[config.mk]
export PLATFORM = sky130hd
export DESIGN_NAME = im_loader
export DESIGN_NICKNAME = d
export VERILOG_FILES = /design/src/rtl/im_loader.sv
export SDC_FILE = /design/constraint.sdc
export NUM_CORES = 1
export LEC_CHECK = 0
export BUFFER_PORTS_ARGS = -buffer_cell sky130_fd_sc_hd__buf_2
export CORE_MARGIN = 2
export CORE_UTILIZATION = 53
export CTS_CLUSTER_SIZE = 40
export DETAILED_ROUTE_END_ITERATION = 7
export GPL_TIMING_DRIVEN = 0
export PLACE_DENSITY = 0.85
export SETUP_SLACK_MARGIN = 0.3
export SYNTH_ARGS = -nofsm -noshare
export SYNTH_HDL_FRONTEND = slang
export SYNTH_SLANG_ARGS = --single-unit
[constraint.sdc]
create_clock -name clock -period 3.5 [get_ports clock]
set_input_delay 0.875 -clock clock [delete_from_list [all_inputs] [get_ports clock]]
set_output_delay 0.875 -clock clock [all_outputs]
set_load 0.02 [all_outputs]
[src/rtl/im_loader.sv]
// im_loader: streaming program loader for the single-cycle CPU instruction memory.
// Accepts 32-bit words on a valid/ready stream, writes them to consecutive
// instruction-memory word addresses, and holds the CPU in reset until the
// image is complete.
//
// Optional feature macro: IM_LOADER_CHECKSUM_EN
//   defined   -> the in_last beat is a checksum (not written); the mod-2^32 sum
//                of written words must match it or the load ends in ERR.
//   undefined -> the in_last beat is an ordinary instruction word.
//
// Ports:
//   clock        rising-edge clock
//   reset        asynchronous active-low reset
//   start        single-cycle request to begin a new load (ignored while busy)
//   in_valid     stream word valid
//   in_ready     loader accepts a word this cycle (LOAD only)
//   in_data      instruction word (or checksum)
//   in_last      final beat of the image
//   im_we        instruction memory write enable (registered)
//   im_addr      instruction memory word address (registered)
//   im_wdata     instruction memory write data (registered)
//   cpu_reset_n  active-low CPU reset, high only in RUN
//   busy         high in LOAD and FLUSH
//   done         one-cycle pulse on entering RUN
//   error        sticky overflow / checksum error, cleared by start or reset
//   word_count   words written in the current load, saturates at 2^ADDR_WIDTH
module im_loader #(
  parameter int ADDR_WIDTH = 10
) (
  input  logic                  clock,
  input  logic                  reset,
  input  logic                  start,
  input  logic                  in_valid,
  output logic                  in_ready,
  input  logic [31:0]           in_data,
  input  logic                  in_last,
  output logic                  im_we,
  output logic [ADDR_WIDTH-1:0] im_addr,
  output logic [31:0]           im_wdata,
  output logic                  cpu_reset_n,
  output logic                  busy,
  output logic                  done,
  output logic                  error,
  output logic [ADDR_WIDTH:0]   word_count
);

  typedef enum logic [2:0] {
    S_IDLE,
    S_LOAD,
    S_FLUSH,
    S_RUN,
    S_ERR
  } state_t;

  // Capacity in words; word_count never exceeds this value.
  localparam logic [ADDR_WIDTH:0] CAP = {1'b1, {ADDR_WIDTH{1'b0}}};

  state_t                state_q, state_d;
  logic                  we_q, we_d;
  logic [ADDR_WIDTH-1:0] addr_q, addr_d;
  logic [31:0]           wdata_q, wdata_d;
  logic [ADDR_WIDTH:0]   count_q, count_d;
  logic                  error_q, error_d;
  logic                  done_q, done_d;
  logic                  data_beat;
`ifdef IM_LOADER_CHECKSUM_EN
  logic [31:0]           sum_q, sum_d;
`endif

  // A beat carries an instruction unless it is the checksum beat.
`ifdef IM_LOADER_CHECKSUM_EN
  assign data_beat = !in_last;
`else
  assign data_beat = 1'b1;
`endif

  always_comb begin
    state_d = state_q;
    we_d    = 1'b0;
    addr_d  = addr_q;
    wdata_d = wdata_q;
    count_d = count_q;
    error_d = error_q;
    done_d  = 1'b0;
`ifdef IM_LOADER_CHECKSUM_EN
    sum_d   = sum_q;
`endif
    unique case (state_q)
      S_LOAD: begin
        if (in_valid) begin
          if (data_beat) begin
            if (count_q != CAP) begin
              we_d    = 1'b1;
              addr_d  = count_q[ADDR_WIDTH-1:0];
              wdata_d = in_data;
              count_d = count_q + (ADDR_WIDTH+1)'(1);
`ifdef IM_LOADER_CHECKSUM_EN
              sum_d   = sum_q + in_data;
`endif
            end else begin
              error_d = 1'b1;
            end
          end
`ifdef IM_LOADER_CHECKSUM_EN
          else if (sum_q != in_data) begin
            error_d = 1'b1;
          end
`endif
          if (in_last) state_d = S_FLUSH;
        end
      end
      S_FLUSH: begin
        if (error_q) begin
          state_d = S_ERR;
        end else begin
          state_d = S_RUN;
          done_d  = 1'b1;
        end
      end
      S_IDLE, S_RUN, S_ERR: begin
        if (start) begin
          state_d = S_LOAD;
          count_d = '0;
          error_d = 1'b0;
`ifdef IM_LOADER_CHECKSUM_EN
          sum_d   = '0;
`endif
        end
      end
      default: state_d = S_IDLE;
    endcase
  end

  always_ff @(posedge clock or negedge reset) begin
    if (!reset) begin
      state_q <= S_IDLE;
      we_q    <= 1'b0;
      addr_q  <= '0;
      wdata_q <= '0;
      count_q <= '0;
      error_q <= 1'b0;
      done_q  <= 1'b0;
`ifdef IM_LOADER_CHECKSUM_EN
      sum_q   <= '0;
`endif
    end else begin
      state_q <= state_d;
      we_q    <= we_d;
      addr_q  <= addr_d;
      wdata_q <= wdata_d;
      count_q <= count_d;
      error_q <= error_d;
      done_q  <= done_d;
`ifdef IM_LOADER_CHECKSUM_EN
      sum_q   <= sum_d;
`endif
    end
  end

  assign in_ready    = (state_q == S_LOAD);
  assign busy        = (state_q == S_LOAD) || (state_q == S_FLUSH);
  assign cpu_reset_n = (state_q == S_RUN);
  assign im_we       = we_q;
  assign im_addr     = addr_q;
  assign im_wdata    = wdata_q;
  assign done        = done_q;
  assign error       = error_q;
  assign word_count  = count_q;

endmodule

==> flow_metrics.tcl <==
set metrics [dict create \
    dr.first_iter.drc_count 68 \
    ff2ff_setup_slack_ns 1.53 \
    core_area_mm2 0.00504 \
    timing.final.ws_setup_ns 1.25 \
    drive_above_1_share 0.552 \
    num_vias 1943 \
    r2r_end "im_wdata[16]$_DFFE_PN0P_" \
    r2r-start "state_q[2]$_DFFE_PN0P_" \
    cts_tree "yes" \
    clkTransAtPathRegs_ns 0.06 \
    path_buf_inv 2 \
    yosysMostFrequentCell "dfrtp_1" \
    slowest_stage "dfrtp_1" \
    final_core_util 0.692 \
    post-dp-hpwl_um 3850 \
    arrival_ns 1.37 \
    yosysWarnings 0 \
    crit_path_end_kind "output port" \
    grt_setup_unrepaired "no" \
    fmax_mhz 445 \
    setup_violations 0 \
    period_share 0.641 \
    critPathKind "reg2out" \
    synthTopCellsByCount "dfrtp_1 (59), mux2_4 (41), nand2_1 (12), nor2_1 (10), buf_6 (6)" \
    worst_slew_pin_slew_ns 0.715 \
    status "complete, no violations" \
    antenna_left 0 \
    finalSetupTns_ns 0 \
    antennaDiodeCount 0 \
    syn2layout_area_growth_pct 27.7 \
    cts_buffers 9 \
    p_per_area_mw_per_mm2 793 \
    post-route-drc-count 0 \
    maxCapViolations 0 \
    via_per_inst 5.17 \
    grt_use_total 0.203 \
    antenna_found_initial 0 \
    gp_congestion 0.767 \
    die_width_um 75.8 \
    synth_top_area_frac 0.541 \
    hold_depth 1 \
    dp_slack_ns 1.15 \
    syn_inst 195 \
    period_minus_slack_ns 2.25 \
    place_inst 360 \
    crit_chain "clkbuf_1, xnor2_1, nor2_1, buf_2" \
    dr.pass1.iters 4 \
    cts.sinks 59 \
    h-tree-depth 3 \
    die-area_mm2 0.00574 \
    clockRootBuffer "clkbuf_8" \
    die_height_um 75.8 \
    grt_start_max_net_pins 60 \
    finClkSkew_ns 0.00901 \
    syn-num-nets 234 \
    async_reset_ff_frac 1.00 \
    clkLatencyLatePin_ns 0.32 \
    cp-start-kind "flop" \
    grt_pass1_vias 1820 \
    synth_top_area_cell "dfrtp_1" \
    slew-limit-headroom 0.523 \
    hold_end "im_wdata[8]$_DFFE_PN0P_" \
    leakage_nw 1.79 \
    r2r_cells 6 \
    synthTopCellsByArea "dfrtp_1 (54%), mux2_4 (23%), buf_6 (2.5%)" \
    synth_cell_types 34 \
    port_buffers 95 \
    nFillCells 356 \
    min_from "im_wdata[8]$_DFFE_PN0P_" \
    wl_per_cell_um 14.6 \
    cpPeakStageDelay_ns 0.35 \
    wl_um 5480 \
    finalHoldViolCount 0 \
    crit_start "state_q[1]$_DFFE_PN0P_" \
    cts_resized 0 \
    ys_ff_latch 59 \
    worst-endpoint-required_ns 2.62 \
    synth_ff_type "dfrtp_1" \
    start_util 0.541 \
    gr-total-overflow 0 \
    pin_count 96 \
    post_cts_buffers 0 \
    netlist_area_mm2 0.00273 \
    grt_pass1_wl_um 8580 \
    synth_edf_count 0 \
    std_cell_rows 26 \
    ir_drop_mv 0.445 \
    cts_buffer_depth 2 \
    cp_top_family "buffers and inverters" \
    hold_path.class "reg2reg" \
    nets 340 \
    drv_slew 0 \
    avgSynthCellArea_um2 14.0 \
    seq_area_frac_synth 0.541 \
    hold_buffers 0 \
    final_cells 376 \
    critPathMaxFanout 10 \
]
## power breakdown
| group | switching (W) | internal, W |
|---|---|---|
| sequential | 0.000120 | 0.000896 |
| combinational | 0.000643 | 0.000532 |
| clock | 0.000240 | 0.000334 |
## worst reg2reg max path, delay by kind of cell, from the launching register on
kind / cells / cell delay [ns]
AO/OA/AOI/OAI: 1 / 0.38
buffers and inverters: 3 / 0.62
flip-flops: 1 / 0.35
multiplexers: 1 / 0.32
AND/OR/NAND/NOR: 1 / 0.18
## placed cells by master (no fill, tap or decap), drive strengths merged, types with 5 or more instances in the layout
master / instances
dfrtp: 59
nor2: 10
nand2: 12
buf: 104
nor4: 6
clkbuf: 18
a21oi: 5
mux2: 43
o21ai: 6
nor3b: 5
## sequential cells by signal, summed over array words and instances (netlist names)
signal and flops:
word_count 11, im_we 1, im_wdata 32, error 1
done 1, im_addr 10, state_q 3
## per-layer routing
layer / routed length [um] / share of wire / track usage / vias up
met4: 61 / 0.011 / 0.0799 / 0
met5: 0 / 0 / 0 / -
met1: 2380 / 0.43 / 0.251 / 940
li1: - / - / - / 921
met3: 383 / 0.070 / 0.0675 / 7
met2: 2660 / 0.49 / 0.330 / 75
## kinds of logic after synthesis
kind of cell / synth area share
flip-flops: 0.541
AND/OR/NAND/NOR: 0.101
multiplexers: 0.241
AO/OA/AOI/OAI: 0.0669
buffers and inverters: 0.0376
adder cells (fa/ha/maj): 0.00916
XOR/XNOR: 0.00321
## layout make-up
class | instances | area (um2) | share of cell area
buffer | 12 | 95.1 | 0.0273
clock buffer | 15 | 186 | 0.0535
clock inverter | 1 | 5.00 | 0.00144
inverter | 2 | 7.51 | 0.00215
multi-input combinational | 122 | 1150 | 0.330
sequential | 59 | 1480 | 0.423
tap | 70 | 87.6 | 0.0251
timing repair buffer | 95 | 478 | 0.137
## how the worst max path moves through the flow
stage	end	slack [ns]	depth (start not counted)
after floorplan	im_addr[0]$_DFFE_PN0P_	1.42	5
after global placement	im_addr[2]$_DFFE_PN0P_	1.17	6
after detailed placement	im_wdata[16]$_DFFE_PN0P_	1.15	6
after CTS	busy	1.24	4
after global routing	busy	1.12	4
final	busy	1.25	4
## through the flow
| step | area [um2] | hold slack (ns) | power (W) |
|---|---|---|---|
| after floorplan | 2730 | 0.553 | 0.00185 |
| after global placement | 3290 | 0.485 | 0.00217 |
| after detailed placement | 3290 | 0.488 | 0.00221 |
| after CTS | 3480 | 0.505 | 0.00280 |
| after global routing | 3490 | 0.520 | 0.00295 |
| final | 3490 | 0.501 | 0.00276 |
Power figures use the tool's default switching activity.
